### config.mk
export PLATFORM = sky130hd
export DESIGN_NAME = uart_fifo_core
export DESIGN_NICKNAME = d
export VERILOG_FILES = /design/src/rtl/uart_fifo_core.sv
export SDC_FILE = /design/constraint.sdc
export NUM_CORES = 1
export LEC_CHECK = 0
export CORE_AREA = 2 2 180 182
export DETAILED_ROUTE_END_ITERATION = 10
export DIE_AREA = 0 0 182 184
export DONT_BUFFER_PORTS = 1
export PLACE_DENSITY = 0.69
export SYNTH_ARGS = -nofsm -noshare
export SYNTH_HDL_FRONTEND = slang
export SYNTH_SLANG_ARGS = --single-unit
### constraint.sdc
create_clock -name clk -period 7.5 [get_ports clk]
set_input_delay 1.125 -clock clk [delete_from_list [all_inputs] [get_ports clk]]
set_output_delay 1.125 -clock clk [all_outputs]
set_load 0.02 [all_outputs]
### src/rtl/uart_fifo_core.sv
// uart_fifo_core: memory-mapped UART with TX/RX FIFOs, 16-bit baud divisor,
// optional even/odd parity, 1 or 2 stop bits, sticky W1C error flags and a level IRQ.
//
// Ports:
//   clk, rst            system clock, synchronous active-high reset
//   waddr/wdata/wen     write port (CTRL 0x0, STAT 0x4 W1C, DATA 0x8 push, BAUD 0xC)
//   wstrb               byte enables
//   wready              constant 1
//   raddr/ren           read port; rdata/rvalid answer one cycle later
//   i_rx_bit            serial input (pre-synchronised, idle 1)
//   o_tx_bit            serial output (idle 1)
//   o_irq               registered level interrupt
module uart_fifo_core #(
    parameter int unsigned TX_DEPTH = 16,
    parameter int unsigned RX_DEPTH = 16,
    parameter logic [15:0] DIV_RST  = 16'd53
) (
    input  logic        clk,
    input  logic        rst,
    input  logic [31:0] waddr,
    input  logic [31:0] wdata,
    input  logic        wen,
    input  logic [3:0]  wstrb,
    output logic        wready,
    input  logic [31:0] raddr,
    input  logic        ren,
    output logic [31:0] rdata,
    output logic        rvalid,
    input  logic        i_rx_bit,
    output logic        o_tx_bit,
    output logic        o_irq
);

    localparam int unsigned TxAw = $clog2(TX_DEPTH);
    localparam int unsigned RxAw = $clog2(RX_DEPTH);
    localparam logic [TxAw:0] TxFullCnt = (TxAw + 1)'(TX_DEPTH);
    localparam logic [RxAw:0] RxFullCnt = (RxAw + 1)'(RX_DEPTH);
    localparam logic [TxAw:0] TxCntOne  = (TxAw + 1)'(1);
    localparam logic [RxAw:0] RxCntOne  = (RxAw + 1)'(1);
    localparam logic [TxAw-1:0] TxPtrOne = TxAw'(1);
    localparam logic [RxAw-1:0] RxPtrOne = RxAw'(1);

    localparam logic [31:0] AddrCtrl = 32'h0;
    localparam logic [31:0] AddrStat = 32'h4;
    localparam logic [31:0] AddrData = 32'h8;
    localparam logic [31:0] AddrBaud = 32'hC;

    typedef enum logic [2:0] {TxIdle, TxStart, TxData, TxParity, TxStop} tx_state_e;
    typedef enum logic [2:0] {RxIdle, RxStart, RxData, RxParity, RxStop} rx_state_e;

    // ---------------------------------------------------------------- registers / decode
    logic [7:0]  ctrl_q, ctrl_d;
    logic [15:0] div_q, div_d;
    logic        tx_ovf_q, tx_ovf_d, rx_ovr_q, rx_ovr_d;
    logic        par_err_q, par_err_d, frm_err_q, frm_err_d;
    logic        irq_q, irq_d;
    logic [31:0] rdata_q, rdata_d;
    logic        rvalid_q;

    logic wr_ctrl, wr_stat, wr_data, wr_baud, rd_data;
    logic uart_en, tx_en, rx_en, tx_irq_en, rx_irq_en, par_en, par_odd, stop2;
    logic [7:0] w1c;

    assign wr_ctrl = wen && (waddr == AddrCtrl);
    assign wr_stat = wen && (waddr == AddrStat);
    assign wr_data = wen && (waddr == AddrData);
    assign wr_baud = wen && (waddr == AddrBaud);
    assign rd_data = ren && (raddr == AddrData);

    assign uart_en   = ctrl_q[0];
    assign tx_en     = ctrl_q[1];
    assign rx_en     = ctrl_q[2];
    assign tx_irq_en = ctrl_q[3];
    assign rx_irq_en = ctrl_q[4];
    // 2'b11 is treated as "no parity"
    assign par_en    = (ctrl_q[6:5] == 2'b01) || (ctrl_q[6:5] == 2'b10);
    assign par_odd   = (ctrl_q[6:5] == 2'b10);
    assign stop2     = ctrl_q[7];

    assign w1c = (wr_stat && wstrb[0]) ? wdata[7:0] : 8'h00;

    logic unused_ok;
    assign unused_ok = ^{wdata[31:16], wstrb[3:2]};

    // ---------------------------------------------------------------- baud tick
    logic [15:0] baud_cnt_q, baud_cnt_d;
    logic        os_tick;

    // >= rather than == so a smaller DIV written mid-count takes effect at once
    always_comb begin
        os_tick    = 1'b0;
        baud_cnt_d = baud_cnt_q;
        if (!uart_en) begin
            baud_cnt_d = 16'd0;
        end else if (baud_cnt_q >= div_q) begin
            baud_cnt_d = 16'd0;
            os_tick    = 1'b1;
        end else begin
            baud_cnt_d = baud_cnt_q + 16'd1;
        end
    end

    // ---------------------------------------------------------------- TX FIFO
    logic [7:0]      tx_mem_q [TX_DEPTH];
    logic [TxAw-1:0] tx_wptr_q, tx_wptr_d, tx_rptr_q, tx_rptr_d;
    logic [TxAw:0]   tx_cnt_q, tx_cnt_d;
    logic            tx_full, tx_empty, tx_push, tx_pop, tx_wr_req, tx_ovf_set;
    logic [7:0]      tx_head;

    assign tx_full    = (tx_cnt_q == TxFullCnt);
    assign tx_empty   = (tx_cnt_q == '0);
    assign tx_head    = tx_mem_q[tx_rptr_q];
    assign tx_wr_req  = wr_data && wstrb[0] && uart_en;
    // A same-cycle pop frees a slot, so a push into a full FIFO is still accepted
    assign tx_push    = tx_wr_req && (!tx_full || tx_pop);
    assign tx_ovf_set = tx_wr_req && tx_full && !tx_pop;

    always_comb begin
        tx_wptr_d = tx_wptr_q;
        tx_rptr_d = tx_rptr_q;
        tx_cnt_d  = tx_cnt_q;
        if (!uart_en) begin
            tx_wptr_d = '0;
            tx_rptr_d = '0;
            tx_cnt_d  = '0;
        end else begin
            if (tx_push) tx_wptr_d = tx_wptr_q + TxPtrOne;
            if (tx_pop)  tx_rptr_d = tx_rptr_q + TxPtrOne;
            if (tx_push && !tx_pop)      tx_cnt_d = tx_cnt_q + TxCntOne;
            else if (!tx_push && tx_pop) tx_cnt_d = tx_cnt_q - TxCntOne;
        end
    end

    always_ff @(posedge clk) begin
        if (tx_push) tx_mem_q[tx_wptr_q] <= wdata[7:0];
    end

    // ---------------------------------------------------------------- TX FSM
    tx_state_e  tx_state_q, tx_state_d;
    logic [3:0] tx_os_q, tx_os_d;
    logic [2:0] tx_idx_q, tx_idx_d;
    logic [7:0] tx_shift_q, tx_shift_d;
    logic       tx_par_q, tx_par_d;
    logic       tx_stop_q, tx_stop_d;  // second stop bit still owed
    logic       tx_busy;

    always_comb begin
        tx_state_d = tx_state_q;
        tx_os_d    = tx_os_q;
        tx_idx_d   = tx_idx_q;
        tx_shift_d = tx_shift_q;
        tx_par_d   = tx_par_q;
        tx_stop_d  = tx_stop_q;
        tx_pop     = 1'b0;
        if (!uart_en) begin
            tx_state_d = TxIdle;
            tx_os_d    = 4'd0;
        end else if (tx_state_q == TxIdle) begin
            // TX_EN is only looked at here, so clearing it lets the frame finish
            if (tx_en && !tx_empty) begin
                tx_pop     = 1'b1;
                tx_shift_d = tx_head;
                tx_par_d   = (^tx_head) ^ par_odd;
                tx_stop_d  = stop2;
                tx_os_d    = 4'd0;
                tx_idx_d   = 3'd0;
                tx_state_d = TxStart;
            end
        end else if (os_tick) begin
            tx_os_d = tx_os_q + 4'd1;
            if (tx_os_q == 4'd15) begin
                case (tx_state_q)
                    TxStart: tx_state_d = TxData;
                    TxData: begin
                        tx_shift_d = {1'b0, tx_shift_q[7:1]};
                        tx_idx_d   = tx_idx_q + 3'd1;
                        if (tx_idx_q == 3'd7) tx_state_d = par_en ? TxParity : TxStop;
                    end
                    TxParity: tx_state_d = TxStop;
                    TxStop: begin
                        if (tx_stop_q) tx_stop_d  = 1'b0;
                        else           tx_state_d = TxIdle;
                    end
                    default: tx_state_d = TxIdle;
                endcase
            end
        end
    end

    always_comb begin
        o_tx_bit = 1'b1;
        case (tx_state_q)
            TxStart:  o_tx_bit = 1'b0;
            TxData:   o_tx_bit = tx_shift_q[0];
            TxParity: o_tx_bit = tx_par_q;
            default:  o_tx_bit = 1'b1;
        endcase
        if (!uart_en) o_tx_bit = 1'b1;
    end

    assign tx_busy = (tx_state_q != TxIdle);

    // ---------------------------------------------------------------- RX FIFO
    logic [7:0]      rx_mem_q [RX_DEPTH];
    logic [RxAw-1:0] rx_wptr_q, rx_wptr_d, rx_rptr_q, rx_rptr_d;
    logic [RxAw:0]   rx_cnt_q, rx_cnt_d;
    logic            rx_full, rx_empty, rx_push, rx_pop;
    logic [7:0]      rx_head;
    logic [7:0]      rx_shift_q, rx_shift_d;

    assign rx_full  = (rx_cnt_q == RxFullCnt);
    assign rx_empty = (rx_cnt_q == '0);
    assign rx_head  = rx_mem_q[rx_rptr_q];
    assign rx_pop   = rd_data && !rx_empty && uart_en;

    always_comb begin
        rx_wptr_d = rx_wptr_q;
        rx_rptr_d = rx_rptr_q;
        rx_cnt_d  = rx_cnt_q;
        if (!uart_en) begin
            rx_wptr_d = '0;
            rx_rptr_d = '0;
            rx_cnt_d  = '0;
        end else begin
            if (rx_push) rx_wptr_d = rx_wptr_q + RxPtrOne;
            if (rx_pop)  rx_rptr_d = rx_rptr_q + RxPtrOne;
            if (rx_push && !rx_pop)      rx_cnt_d = rx_cnt_q + RxCntOne;
            else if (!rx_push && rx_pop) rx_cnt_d = rx_cnt_q - RxCntOne;
        end
    end

    always_ff @(posedge clk) begin
        if (rx_push) rx_mem_q[rx_wptr_q] <= rx_shift_q;
    end

    // ---------------------------------------------------------------- RX FSM
    rx_state_e  rx_state_q, rx_state_d;
    logic [3:0] rx_os_q, rx_os_d;
    logic [2:0] rx_idx_q, rx_idx_d;
    logic       rx_prev_q;
    logic       rx_ovr_set, par_err_set, frm_err_set;
    logic       rx_sample, rx_bit_end;

    // os 7 -> 8 transition is the bit centre, os 15 -> 0 ends the bit
    assign rx_sample  = os_tick && (rx_os_q == 4'd7);
    assign rx_bit_end = os_tick && (rx_os_q == 4'd15);

    always_comb begin
        rx_state_d  = rx_state_q;
        rx_os_d     = rx_os_q;
        rx_idx_d    = rx_idx_q;
        rx_shift_d  = rx_shift_q;
        rx_push     = 1'b0;
        rx_ovr_set  = 1'b0;
        par_err_set = 1'b0;
        frm_err_set = 1'b0;
        if (!uart_en) begin
            rx_state_d = RxIdle;
            rx_os_d    = 4'd0;
        end else begin
            if (rx_state_q != RxIdle && os_tick) rx_os_d = rx_os_q + 4'd1;
            case (rx_state_q)
                RxIdle: begin
                    if (rx_en && rx_prev_q && !i_rx_bit) begin
                        rx_os_d    = 4'd0;
                        rx_state_d = RxStart;
                    end
                end
                RxStart: begin
                    if (rx_sample && i_rx_bit) begin
                        rx_state_d = RxIdle;  // glitch, not a start bit
                    end else if (rx_bit_end) begin
                        rx_idx_d   = 3'd0;
                        rx_state_d = RxData;
                    end
                end
                RxData: begin
                    if (rx_sample) rx_shift_d = {i_rx_bit, rx_shift_q[7:1]};
                    if (rx_bit_end) begin
                        rx_idx_d = rx_idx_q + 3'd1;
                        if (rx_idx_q == 3'd7) rx_state_d = par_en ? RxParity : RxStop;
                    end
                end
                RxParity: begin
                    if (rx_sample && (i_rx_bit != ((^rx_shift_q) ^ par_odd))) par_err_set = 1'b1;
                    if (rx_bit_end) rx_state_d = RxStop;
                end
                RxStop: begin
                    // Decide at the centre of the first stop bit so a back-to-back start
                    // edge is not missed; a second stop bit is not checked.
                    if (rx_sample) begin
                        rx_state_d = RxIdle;
                        if (!i_rx_bit)               frm_err_set = 1'b1;
                        else if (rx_full && !rx_pop) rx_ovr_set  = 1'b1;
                        else                         rx_push     = 1'b1;
                    end
                end
                default: rx_state_d = RxIdle;
            endcase
        end
    end

    // ---------------------------------------------------------------- CSR next state
    logic [8:0] stat;

    assign stat = {tx_busy, frm_err_q, par_err_q, rx_ovr_q, tx_ovf_q,
                   rx_full, rx_empty, tx_empty, tx_full};

    always_comb begin
        ctrl_d = ctrl_q;
        if (wr_ctrl && wstrb[0]) ctrl_d = wdata[7:0];
        div_d = div_q;
        if (wr_baud && wstrb[0]) div_d[7:0]  = wdata[7:0];
        if (wr_baud && wstrb[1]) div_d[15:8] = wdata[15:8];
        // Set beats a simultaneous write-one-to-clear
        tx_ovf_d  = tx_ovf_set  | (tx_ovf_q  & ~w1c[4]);
        rx_ovr_d  = rx_ovr_set  | (rx_ovr_q  & ~w1c[5]);
        par_err_d = par_err_set | (par_err_q & ~w1c[6]);
        frm_err_d = frm_err_set | (frm_err_q & ~w1c[7]);
        irq_d = uart_en & ((tx_irq_en & tx_empty & ~tx_busy) |
                           (rx_irq_en & (~rx_empty | rx_ovr_q | par_err_q | frm_err_q)));
    end

    always_comb begin
        rdata_d = rdata_q;
        if (ren) begin
            case (raddr)
                AddrCtrl: rdata_d = {24'd0, ctrl_q};
                AddrStat: rdata_d = {23'd0, stat};
                AddrData: rdata_d = rx_empty ? 32'd0 : {24'd0, rx_head};
                AddrBaud: rdata_d = {16'd0, div_q};
                default:  rdata_d = 32'd0;
            endcase
        end
    end

    // ---------------------------------------------------------------- state registers
    always_ff @(posedge clk) begin
        if (rst) begin
            ctrl_q     <= 8'd0;
            div_q      <= DIV_RST;
            tx_ovf_q   <= 1'b0;
            rx_ovr_q   <= 1'b0;
            par_err_q  <= 1'b0;
            frm_err_q  <= 1'b0;
            irq_q      <= 1'b0;
            rdata_q    <= 32'd0;
            rvalid_q   <= 1'b0;
            baud_cnt_q <= 16'd0;
            tx_wptr_q  <= '0;
            tx_rptr_q  <= '0;
            tx_cnt_q   <= '0;
            rx_wptr_q  <= '0;
            rx_rptr_q  <= '0;
            rx_cnt_q   <= '0;
            tx_state_q <= TxIdle;
            tx_os_q    <= 4'd0;
            tx_idx_q   <= 3'd0;
            tx_shift_q <= 8'd0;
            tx_par_q   <= 1'b0;
            tx_stop_q  <= 1'b0;
            rx_state_q <= RxIdle;
            rx_os_q    <= 4'd0;
            rx_idx_q   <= 3'd0;
            rx_shift_q <= 8'd0;
            rx_prev_q  <= 1'b1;
        end else begin
            ctrl_q     <= ctrl_d;
            div_q      <= div_d;
            tx_ovf_q   <= tx_ovf_d;
            rx_ovr_q   <= rx_ovr_d;
            par_err_q  <= par_err_d;
            frm_err_q  <= frm_err_d;
            irq_q      <= irq_d;
            rdata_q    <= rdata_d;
            rvalid_q   <= ren;
            baud_cnt_q <= baud_cnt_d;
            tx_wptr_q  <= tx_wptr_d;
            tx_rptr_q  <= tx_rptr_d;
            tx_cnt_q   <= tx_cnt_d;
            rx_wptr_q  <= rx_wptr_d;
            rx_rptr_q  <= rx_rptr_d;
            rx_cnt_q   <= rx_cnt_d;
            tx_state_q <= tx_state_d;
            tx_os_q    <= tx_os_d;
            tx_idx_q   <= tx_idx_d;
            tx_shift_q <= tx_shift_d;
            tx_par_q   <= tx_par_d;
            tx_stop_q  <= tx_stop_d;
            rx_state_q <= rx_state_d;
            rx_os_q    <= rx_os_d;
            rx_idx_q   <= rx_idx_d;
            rx_shift_q <= rx_shift_d;
            rx_prev_q  <= i_rx_bit;
        end
    end

    assign wready = 1'b1;
    assign rdata  = rdata_q;
    assign rvalid = rvalid_q;
    assign o_irq  = irq_q;

endmodule

==> flow_metrics.py, run 1 <==
metrics = {
    "timing": {
        "fin_worst_hold_slack_ns": 0.468,
        "final.setup.tns_ns": 0,
        "grt_setup_unrepaired": "false",
        "finClkSkew_ns": 0.0243,
        "layout_setup_ws_ns": 2.91,
        "achievable-frequency_mhz": 218,
        "finalSetupViolCount": 0,
        "final-max-slew-violation-count": 0,
        "worst_slew_margin_rel_pct": 20.8,
        "worst-slew-pin-transition_ns": 1.19,
        "final.period_utilization_pct": 61.1,
        "fin_crit_ns": 4.59,
        "timing.final.hold_violations": 0,
    },
    "layout": {
        "fillers": 2410,
        "multiInputGateArea_um2": 5940,
        "drive_above_1_share_pct": 13.4,
        "num-nets-final": 1363,
        "areaGrowthSynthToFinish_pct": 9.73,
        "post_layout_nonfiller_instances": 1645,
        "layout.area.seq_um2": 10400,
    },
    "die": {
        "design.core.area_um2": 31400,
        "initial_utilization_pct": 53.5,
        "ios": 141,
        "placement_rows": 65,
        "floorplan.die_area_um2": 33500,
        "die_width_um": 182,
        "chipHeight_um": 184,
    },
    "setup_path": {
        "setup.worst_path.end_class": "flip-flop",
        "worst_r2r_endpoint": "tx_cnt_q[4]",
        "crit_arrival_ns": 5.04,
        "crit_type": "in -> reg",
        "critical_path_peak_fanout": 17,
        "timing.reg2reg.setup_slack_ns": 3.25,
        "critPathRequiredTime_ns": 7.95,
        "setup.worst_path.start_class": "input port",
        "r2r-start": "tx_state_q[1]",
        "ff2ff_path_depth": 12,
    },
    "drt": {
        "drc_violations_left": 0,
        "drtPass1Iterations": 5,
        "drt.antenna.violating_nets": 0,
        "detail_route.wl_per_cell_um": 21.0,
        "detailedRoute.firstIterationViolations": 990,
        "number_of_vias_per_cell_after_detailed_routing": 5.99,
        "routed-via-count": 9852,
        "drt-total-wl_um": 34600,
    },
    "power": {
        "combinationalPowerShare_pct": 0.5,
        "swShare_pct": 19.0,
        "clockPowerShare_pct": 46.4,
        "cellInternalPower_mw": 3.49,
        "power_leakage_nw": 6.11,
        "cellPowerDensity_nw_per_um2": 234,
        "finalPower_mw": 4.31,
        "p_switching_mw": 0.819,
        "power.share.sequential_pct": 53.1,
        "vdd_ir_drop_max_mv": 0.217,
    },
    "synthesis": {
        "synth-warning-count": 0,
        "mappedNetlistArea_um2": 16800,
        "syn_avg_cell_area_um2": 13.7,
        "synthFlopType": "sky130_fd_sc_hd__edfxtp_1",
        "synth_area_leader_cell": "sky130_fd_sc_hd__edfxtp_1",
        "synth.yosys.seq_area_share_pct": 61.9,
        "ys_top_cells_by_area": "sky130_fd_sc_hd__edfxtp_1, sky130_fd_sc_hd__dfxtp_1, sky130_fd_sc_hd__mux4_2, sky130_fd_sc_hd__ha_1, sky130_fd_sc_hd__nor2_1",
        "synth_async_sr_flop_share_pct": 0,
        "post-synth-top-area-fraction_pct": 45.8,
        "synth-seq-cells": 391,
        "syn-instance-count": 1222,
        "number_of_enable_flip_flop_cells_after_synthesis": 256,
        "synth.lib_cells_used.distinct": 57,
    },
    "placement": {
        "preCtsSetupSlack_ns": 2.48,
        "gp_routability_congestion": 0.877,
        "dp_cells": 1574,
        "place.detailed.hpwl_um": 23100,
        "portBuffers": 0,
    },
    "flow_run": {
        "maxCapViolations": 0,
    },
    "clock_tree": {
        "cts-buffers-inserted": 40,
        "cts_post_setup_buffers_inserted": 0,
        "worst_setup_hold_path_clk_slew_ns": 0.07,
        "cts_repair_resize_count": 0,
        "tritoncts_clock_tree": "built",
        "clockBufferDepth": 3,
        "cts-hold-fix-buffers": 0,
        "clock_sinks": 391,
        "worstSkewPairLatency_ns": 0.53,
        "cts.root.buffer_cell": "sky130_fd_sc_hd__clkbuf_16",
        "h-tree-depth": 2,
    },
    "global_route": {
        "grt_usage_pct": 20.9,
        "first_global_vias": 9704,
        "global_route_wire_length_before_repair_um": 54000,
        "antenna_found_initial": 0,
        "maximum_number_of_pins_on_one_net_before_global_route_repair": 73,
        "grt_remaining_overflow": 0,
    },
    "outcome": {
        "outcome": "complete, no violations",
    },
    "hold_path": {
        "critical_hold_path_startpoint": "tx_par_q",
        "timing.hold.worst_endpoint": "tx_par_q",
        "worst_hold_path_type": "reg -> reg",
        "worst_hold_path.num_cells": 2,
    },
}
## flip-flops by register name, summed over array words and instances (netlist names), 8 cells and up, named ones only
register / count
tx_shift_q: 8
rx_shift_q: 8
baud_cnt_q: 16
rx_mem_q: 128
rdata: 16
div_q: 16
ctrl_q: 8
tx_mem_q: 128
## cell usage after synthesis, types with 7 or more instances
master and count:
sky130_fd_sc_hd__a311oi_1 7, sky130_fd_sc_hd__xnor2_1 34, sky130_fd_sc_hd__a21o_1 13, sky130_fd_sc_hd__buf_4 17
sky130_fd_sc_hd__and3_1 12, sky130_fd_sc_hd__nand4_1 15, sky130_fd_sc_hd__o21ai_0 29, sky130_fd_sc_hd__nand3_1 40
sky130_fd_sc_hd__dfxtp_1 135, sky130_fd_sc_hd__o2111ai_1 8, sky130_fd_sc_hd__nand2b_1 17, sky130_fd_sc_hd__inv_1 35
sky130_fd_sc_hd__mux2i_1 47, sky130_fd_sc_hd__nor3_1 18, sky130_fd_sc_hd__edfxtp_1 256, sky130_fd_sc_hd__buf_2 9
sky130_fd_sc_hd__xor2_1 20, sky130_fd_sc_hd__nor2_1 134, sky130_fd_sc_hd__a21oi_1 50, sky130_fd_sc_hd__clkbuf_1 48
sky130_fd_sc_hd__nand2_1 48, sky130_fd_sc_hd__mux4_2 76, sky130_fd_sc_hd__ha_1 42, sky130_fd_sc_hd__a22oi_1 14
sky130_fd_sc_hd__nor4_1 22
## metal layers
metal	wire length (um)	global-route usage, %	up-vias
met3	2020	3.03	56
met4	760	5.48	0
met5	0	0	-
met1	15000	29.0	4909
li1	-	-	4568
met2	16800	34.7	319
## cells in the final DEF, fill, tap and decap left out, drive strengths merged, types with 3 or more instances in the layout
cell      Yosys  routed
a311oi        7       7
nor4         23      23
nor4b         5       5
inv          37      38
clkinvlp      0       4
a21oi        50      50
nand2        48      48
a211o         5       5
o21ai        29      29
clkbuf       48      51
clkinv        0       9
o2111ai       8       8
o41ai         4       4
a22oi        14      14
and2          4       4
xor2         20      20
edfxtp      256     256
and3         12      12
xnor2        34      34
nand4        15      15
ha           42      42
nor3         22      22
nand2b       17      17
nor2b         6       6
dfxtp       135     135
buf          32      15
mux2i        47      47
a211oi        3       3
mux4         76      76
a21o         13      13
nor2        134     134
conb          2      17
bufinv        0       5
nand3        41      41
or4           4       4
or3           4       4
## worst max-delay path by stage
| stage | depth (start not counted) | endpoint | slack (ns) | start |
|---|---|---|---|---|
| after detailed placement | 16 | rx_cnt_q[4] | 2.48 | raddr[24] |
| final | 16 | rx_cnt_q[4] | 2.91 | raddr[6] |
| after global placement | 16 | rx_cnt_q[4] | 2.53 | raddr[31] |
| after global routing | 16 | rx_cnt_q[4] | 2.54 | raddr[6] |
| after CTS | 16 | rx_cnt_q[4] | 2.94 | raddr[6] |
| after floorplan | 16 | rx_cnt_q[4] | 3.13 | raddr[6] |
## power by group through the flow
stage / combinational [mW] / sequential (mW) / clock, mW
after floorplan: 0.0328 / 2.33 / 0
after global placement: 0.0207 / 2.33 / 0
after detailed placement: 0.0212 / 2.33 / 0
after CTS: 0.0214 / 2.29 / 2.04
after global routing: 0.0238 / 2.29 / 2.12
final: 0.0213 / 2.29 / 2.00
## worst max-delay path: stages
cell and delay, ns:
sky130_fd_sc_hd__nor4_1 0.32, sky130_fd_sc_hd__nand4_1 0.27, sky130_fd_sc_hd__nor3_4 0.59, sky130_fd_sc_hd__and4_4 0.36
sky130_fd_sc_hd__inv_2 0.06, sky130_fd_sc_hd__nand3_2 0.08, sky130_fd_sc_hd__nand3_1 0.12, sky130_fd_sc_hd__nor4_4 0.44
sky130_fd_sc_hd__ha_1 0.28, sky130_fd_sc_hd__inv_1 0.11, sky130_fd_sc_hd__fa_1 0.42, sky130_fd_sc_hd__a21o_1 0.17
sky130_fd_sc_hd__a21oi_1 0.16, sky130_fd_sc_hd__xnor2_1 0.09, sky130_fd_sc_hd__or3_1 0.30, sky130_fd_sc_hd__a21oi_1 0.14
## stage by stage
| stage | area [um2] | utilization [%] |
|---|---|---|
| 3_5_place_dp | 17100 | 54.4 |
| 3_3_place_gp | 17100 | 54.4 |
| 6_report | 18400 | 58.7 |
| 5_1_grt | 18400 | 58.7 |
| 2_1_floorplan | 16800 | - |
| 4_1_cts | 18400 | 58.7 |
## cell families after synthesis
| logic type | synth area share, % |
|---|---|
| other | 0.0447 |
| AND/OR/NAND/NOR | 10.2 |
| buffers and inverters | 3.06 |
| flip-flops | 61.9 |
| XOR/XNOR | 2.82 |
| adder cells (fa/ha/maj) | 3.37 |
| AO/OA/AOI/OAI | 5.60 |
| multiplexers | 13.0 |
## layout make-up
| class | count | area share (%) |
|---|---|---|
| flip-flops and latches | 391 | 56.4 |
| multi-input cells | 729 | 32.2 |
| clock buffers | 51 | 5.93 |
| well taps | 402 | 2.73 |
| clock inverters | 19 | 1.29 |
| inverters | 37 | 0.754 |
| repair buffers | 15 | 0.611 |
| diodes | 1 | 0.0136 |
Power figures use the tool's default switching activity.
==> inputs of run 2 (changes only) <==
PLACE_DENSITY = 0.71   (was 0.69)
clock period = 3.95 ns   (was 7.5 ns; I/O delays follow)
==> run 2 against run 1 <==
Final cell count rose by 2.1%. Global-route usage rose by 0.27 points. Routed wire length rose by 1.2%. Worst setup slack got worse by 2.6 ns.
==> flow_metrics.py, run 2 (synthesized netlist as in run 1, its figures left out) <==
metrics = {
    "global_route": {
        "maximum_number_of_pins_on_one_net_before_global_route_repair": 73,
        "global_route_wire_length_before_repair_um": 54600,
        "antenna_found_initial": 0,
        "first_global_vias": 9720,
        "grt_usage_pct": 21.1,
        "grt_remaining_overflow": 0,
    },
    "layout": {
        "fillers": 2394,
        "mostFrequentLayoutCell": "sky130_fd_sc_hd__edfxtp_1",
        "antenna_cells": 0,
        "areaGrowthSynthToFinish_pct": 10.9,
        "reg_top3": "rx_mem_q x128, tx_mem_q x128",
        "num-nets-final": 1399,
        "drive_above_1_share_pct": 15.6,
        "layout.cells.most_common_list": "sky130_fd_sc_hd__edfxtp_1, sky130_fd_sc_hd__nor2_1, sky130_fd_sc_hd__dfxtp_1, sky130_fd_sc_hd__mux4_2",
    },
    "die": {
        "design.core.area_um2": 31400,
        "placement_rows": 65,
        "ios": 141,
        "die_width_um": 182,
        "chipHeight_um": 184,
        "floorplan.die_area_um2": 33500,
        "initial_utilization_pct": 53.5,
    },
    "clock_tree": {
        "worstSkewPairLatency_ns": 0.54,
        "clock_sinks": 391,
        "clockBufferDepth": 3,
        "worst_setup_hold_path_clk_slew_ns": 0.06,
        "cts_repair_resize_count": 0,
        "tritoncts_clock_tree": "built",
        "h-tree-depth": 2,
        "cts_post_setup_buffers_inserted": 0,
        "cts-hold-fix-buffers": 0,
        "cts-buffers-inserted": 40,
        "cts.root.buffer_cell": "sky130_fd_sc_hd__clkbuf_16",
    },
    "placement": {
        "portBuffers": 0,
        "preCtsSetupSlack_ns": 0.154,
        "place.detailed.hpwl_um": 23800,
        "gp_routability_congestion": 0.868,
    },
    "timing": {
        "achievable-frequency_mhz": 278,
        "grt_setup_unrepaired": "false",
        "final.setup.tns_ns": 0,
        "final-max-slew-violation-count": 0,
        "fin_worst_hold_slack_ns": 0.134,
        "layout_setup_ws_ns": 0.356,
        "finClkSkew_ns": 0.0296,
        "worst-slew-pin-transition_ns": 1.13,
        "final.period_utilization_pct": 91.0,
        "timing.final.hold_violations": 0,
        "fin_crit_ns": 3.59,
        "worst_slew_margin_rel_pct": 24.7,
        "finalSetupViolCount": 0,
    },
    "drt": {
        "drt.antenna.violating_nets": 0,
        "detail_route.wl_per_cell_um": 20.9,
        "drt-total-wl_um": 35000,
        "drc_violations_left": 0,
        "routed-via-count": 9964,
        "number_of_vias_per_cell_after_detailed_routing": 5.93,
        "drtPass1Iterations": 5,
        "detailedRoute.firstIterationViolations": 827,
    },
    "outcome": {
        "outcome": "complete, no violations",
    },
    "setup_path": {
        "crit_path_top_delay_cell": "sky130_fd_sc_hd__dfxtp_1",
        "critPathRequiredTime_ns": 4.40,
        "cpLargestDelayFamily": "simple AND/OR/NAND/NOR gates",
        "critPathMostFrequentCell": "sky130_fd_sc_hd__a21oi_1",
        "critical_path.max_stage_delay_ns": 0.41,
        "crit_type": "reg -> reg",
        "cp_cell_sequence": "nor4_1 > buf_4 > nand2b_1 > and2_1 > and4_4 > inv_2 > nand3_2 > nand3_1 > nor4_4 > ha_1 > inv_1 > fa_1 > a21o_1 > a21oi_1 > xnor2_1 > or3_1 > a21oi_1",
        "critPathBufInv": 3,
        "setup.worst_path.end_class": "flip-flop",
        "critical_path_peak_fanout": 9,
        "crit_arrival_ns": 4.04,
        "setup.worst_path.start_class": "flip-flop",
    },
    "flow_run": {
        "maxCapViolations": 0,
    },
    "power": {
        "vdd_ir_drop_max_mv": 0.397,
        "power_leakage_nw": 6.27,
        "cellPowerDensity_nw_per_um2": 429,
    },
    "hold_path": {
        "worst_hold_path_type": "in -> reg",
    },
}
-- run 2: path summary, 6_finish.rpt --
kind                from  slack, ns  cells after the start           to
max reg2reg  rx_cnt_q[0]       0.36                     17  rx_cnt_q[4]
min                  rst       0.13                      1  rx_idx_q[1]
min reg2reg     tx_par_q       0.46                      2     tx_par_q
max          rx_cnt_q[0]       0.36                     17  rx_cnt_q[4]
-- run 2: power breakdown --
part / total [mW] / leakage [nW] / switching, mW / internal [mW]
Sequential: 4.35 / 3.46 / 0.0114 / 4.33
Clock: 3.59 / 0.609 / 1.53 / 2.07
Combinational: 0.0403 / 2.20 / 0.0257 / 0.0146
-- run 2: metrics by stage --
stage          util, %  cell area (um2)  total power [mW]  cells
2_1_floorplan        -            16800              4.49   1237
3_3_place_gp      55.3            17400              4.47   1610
3_5_place_dp      55.3            17400              4.47   1610
4_1_cts           59.3            18600              8.04   1680
5_1_grt           59.3            18600              8.20   1680
6_report          59.3            18600              7.98   1680
-- run 2: worst register-to-register path, cell delays in order, from the launching register on --
cell and delay (ns):
sky130_fd_sc_hd__dfxtp_1 0.41, sky130_fd_sc_hd__nor4_1 0.10, sky130_fd_sc_hd__buf_4 0.15, sky130_fd_sc_hd__nand2b_1 0.10, sky130_fd_sc_hd__and2_1 0.31, sky130_fd_sc_hd__and4_4 0.30
sky130_fd_sc_hd__inv_2 0.06, sky130_fd_sc_hd__nand3_2 0.09, sky130_fd_sc_hd__nand3_1 0.12, sky130_fd_sc_hd__nor4_4 0.21, sky130_fd_sc_hd__ha_1 0.24, sky130_fd_sc_hd__inv_1 0.11
sky130_fd_sc_hd__fa_1 0.41, sky130_fd_sc_hd__a21o_1 0.18, sky130_fd_sc_hd__a21oi_1 0.18, sky130_fd_sc_hd__xnor2_1 0.09, sky130_fd_sc_hd__or3_1 0.30, sky130_fd_sc_hd__a21oi_1 0.15
-- run 2: area by class of cell --
class	count	area, um2	share of cell area [%]
clock buffers	50	1080	5.80
clock inverters	20	163	0.874
inverters	37	139	0.746
multi-input cells	729	5940	31.9
flip-flops and latches	391	10400	55.9
well taps	402	503	2.70
repair buffers	51	395	2.12
-- run 2: metal layers --
metal	part of all wire (%)	track usage, %
met1	44	29.5
met2	48	34.4
met3	6.3	4.18
met4	2.1	5.26
met5	0	0
==> inputs of run 3 (changes only) <==
CORE_AREA = 5 5 183 185   (was 2 2 180 182)
DIE_AREA = 0 0 188 190   (was 0 0 182 184)
==> run 3 against run 2 <==
Register-to-register slack better by 0.09 ns. Total power increased by 1.7%. Die area up 6.7%. Hold slack worse by 0.0088 ns. Count of clock-buffer cells in the layout is 8 higher. Critical path depth unchanged. Maximum frequency increased by 2.7%. Largest cell class unchanged. Highest routed layer unchanged.
==> flow_metrics.py, run 3 (synthesized netlist as in run 1, its figures left out) <==
metrics = {
    "layout": {
        "fillers": 2447,
        "mostFrequentLayoutCell": "sky130_fd_sc_hd__edfxtp_1",
        "drive_above_1_share_pct": 15.0,
        "reg_top3": "rx_mem_q x128, tx_mem_q x128",
        "areaGrowthSynthToFinish_pct": 11.2,
        "num-nets-final": 1393,
        "layout.cells.most_common_list": "sky130_fd_sc_hd__edfxtp_1, sky130_fd_sc_hd__nor2_1, sky130_fd_sc_hd__dfxtp_1, sky130_fd_sc_hd__mux4_2, sky130_fd_sc_hd__a21oi_1",
        "antenna_cells": 0,
        "layout.area.seq_um2": 10400,
        "multiInputGateArea_um2": 5940,
        "post_layout_nonfiller_instances": 1685,
    },
    "power": {
        "power_leakage_nw": 6.27,
        "vdd_ir_drop_max_mv": 0.410,
        "combinationalPowerShare_pct": 0.5,
        "cellInternalPower_mw": 6.53,
        "swShare_pct": 19.5,
        "cellPowerDensity_nw_per_um2": 435,
        "power.share.sequential_pct": 53.6,
        "clockPowerShare_pct": 45.9,
        "p_switching_mw": 1.58,
    },
    "global_route": {
        "grt_remaining_overflow": 0,
        "global_route_wire_length_before_repair_um": 55100,
        "grt_usage_pct": 19.5,
        "first_global_vias": 9878,
        "maximum_number_of_pins_on_one_net_before_global_route_repair": 73,
        "antenna_found_initial": 0,
    },
    "outcome": {
        "outcome": "complete, no violations",
    },
    "timing": {
        "final.period_utilization_pct": 88.6,
        "timing.final.hold_violations": 0,
        "achievable-frequency_mhz": 286,
        "fin_crit_ns": 3.50,
        "fin_worst_hold_slack_ns": 0.126,
        "layout_setup_ws_ns": 0.450,
        "worst-slew-pin-transition_ns": 1.18,
        "final.setup.tns_ns": 0,
        "grt_setup_unrepaired": "false",
        "final-max-slew-violation-count": 0,
        "finClkSkew_ns": 0.0227,
        "worst_slew_margin_rel_pct": 21.4,
        "finalSetupViolCount": 0,
    },
    "clock_tree": {
        "cts-buffers-inserted": 41,
        "cts_repair_resize_count": 0,
        "worstSkewPairLatency_ns": 0.54,
        "cts_post_setup_buffers_inserted": 0,
        "cts-hold-fix-buffers": 0,
        "cts.root.buffer_cell": "sky130_fd_sc_hd__clkbuf_16",
        "clockBufferDepth": 3,
        "clock_sinks": 391,
        "tritoncts_clock_tree": "built",
        "h-tree-depth": 2,
        "worst_setup_hold_path_clk_slew_ns": 0.06,
    },
    "drt": {
        "drt.antenna.violating_nets": 0,
        "detailedRoute.firstIterationViolations": 835,
        "drt-total-wl_um": 35000,
        "detail_route.wl_per_cell_um": 20.8,
        "drtPass1Iterations": 5,
        "drc_violations_left": 0,
        "routed-via-count": 9867,
        "number_of_vias_per_cell_after_detailed_routing": 5.86,
    },
    "setup_path": {
        "critical_path_peak_fanout": 9,
        "cpLargestDelayFamily": "simple AND/OR/NAND/NOR gates",
        "ff2ff_path_depth": 17,
        "cp_cell_sequence": "nor4_1 > buf_4 > nand2b_1 > and2_1 > and4_4 > inv_2 > nand3_2 > nand3_1 > nor4_4 > ha_1 > inv_1 > fa_1 > a21o_1 > a21oi_1 > xnor2_1 > or3_1 > a21oi_1",
        "critPathRequiredTime_ns": 4.41,
        "critical_path.max_stage_delay_ns": 0.41,
        "worst_r2r_endpoint": "rx_cnt_q[4]",
        "critPathMostFrequentCell": "sky130_fd_sc_hd__a21oi_1",
        "setup.worst_path.end_class": "flip-flop",
        "crit_path_top_delay_cell": "sky130_fd_sc_hd__dfxtp_1",
        "crit_type": "reg -> reg",
        "r2r-start": "rx_cnt_q[0]",
        "crit_arrival_ns": 3.96,
        "setup.worst_path.start_class": "flip-flop",
        "timing.reg2reg.setup_slack_ns": 0.45,
        "critPathBufInv": 3,
    },
    "die": {
        "floorplan.die_area_um2": 35700,
        "ios": 141,
        "placement_rows": 66,
        "initial_utilization_pct": 52.7,
        "chipHeight_um": 190,
        "die_width_um": 188,
        "design.core.area_um2": 31900,
    },
    "placement": {
        "dp_cells": 1609,
        "gp_routability_congestion": 0.879,
        "portBuffers": 0,
        "place.detailed.hpwl_um": 23800,
        "preCtsSetupSlack_ns": 0.169,
    },
    "flow_run": {
        "maxCapViolations": 0,
    },
    "hold_path": {
        "timing.hold.worst_endpoint": "rx_idx_q[1]",
        "worst_hold_path.num_cells": 1,
        "worst_hold_path_type": "in -> reg",
        "critical_hold_path_startpoint": "rst",
    },
}
-- run 3: power groups by stage --
stage	registers (mW)	logic, mW	clock network (mW)
after floorplan	4.43	0.0623	0
after global placement	4.43	0.0389	0
after detailed placement	4.43	0.0401	0
after CTS	4.35	0.0401	3.81
after global routing	4.34	0.0445	3.99
final	4.35	0.0402	3.73
-- run 3: worst max path at each step --
stage	startpoint	endpoint	slack [ns]	cells after the start
floorplan	raddr[6]	rx_cnt_q[4]	0.11	16
finish	rx_cnt_q[0]	rx_cnt_q[4]	0.45	17
global route	rx_cnt_q[0]	rx_cnt_q[4]	0.15	17
CTS	rx_cnt_q[0]	rx_cnt_q[4]	0.41	17
global placement	raddr[6]	rx_cnt_q[4]	0.22	16
detailed placement	raddr[19]	rx_cnt_q[4]	0.17	16
-- run 3: metal layers --
| layer | track usage [%] | up-vias | routed length, um |
|---|---|---|---|
| li1 | - | 4629 | - |
| met1 | 27.3 | 4893 | 15300 |
| met2 | 32.4 | 293 | 17100 |
| met3 | 3.05 | 52 | 1980 |
| met4 | 4.80 | 0 | 643 |
| met5 | 0 | - | 0 |
-- run 3: layout make-up --
class                           count  share of cell area [%]
Clock buffer                       58                    6.17
Clock inverter                     18                   0.939
Inverter                           37                   0.744
Multi-Input combinational cell    729                    31.8
Sequential cell                   391                    55.7
Tap cell                          408                    2.74
Timing Repair Buffer               44                    1.90
-- run 3: metrics by stage --
stage               utilization (%)  total power, mW  area (um2)
CTS                            58.5             8.19       18700
finish                         58.5             8.11       18700
global placement               54.4             4.47       17300
detailed placement             54.4             4.47       17300
floorplan                         -             4.49       16800
global route                   58.5             8.38       18700
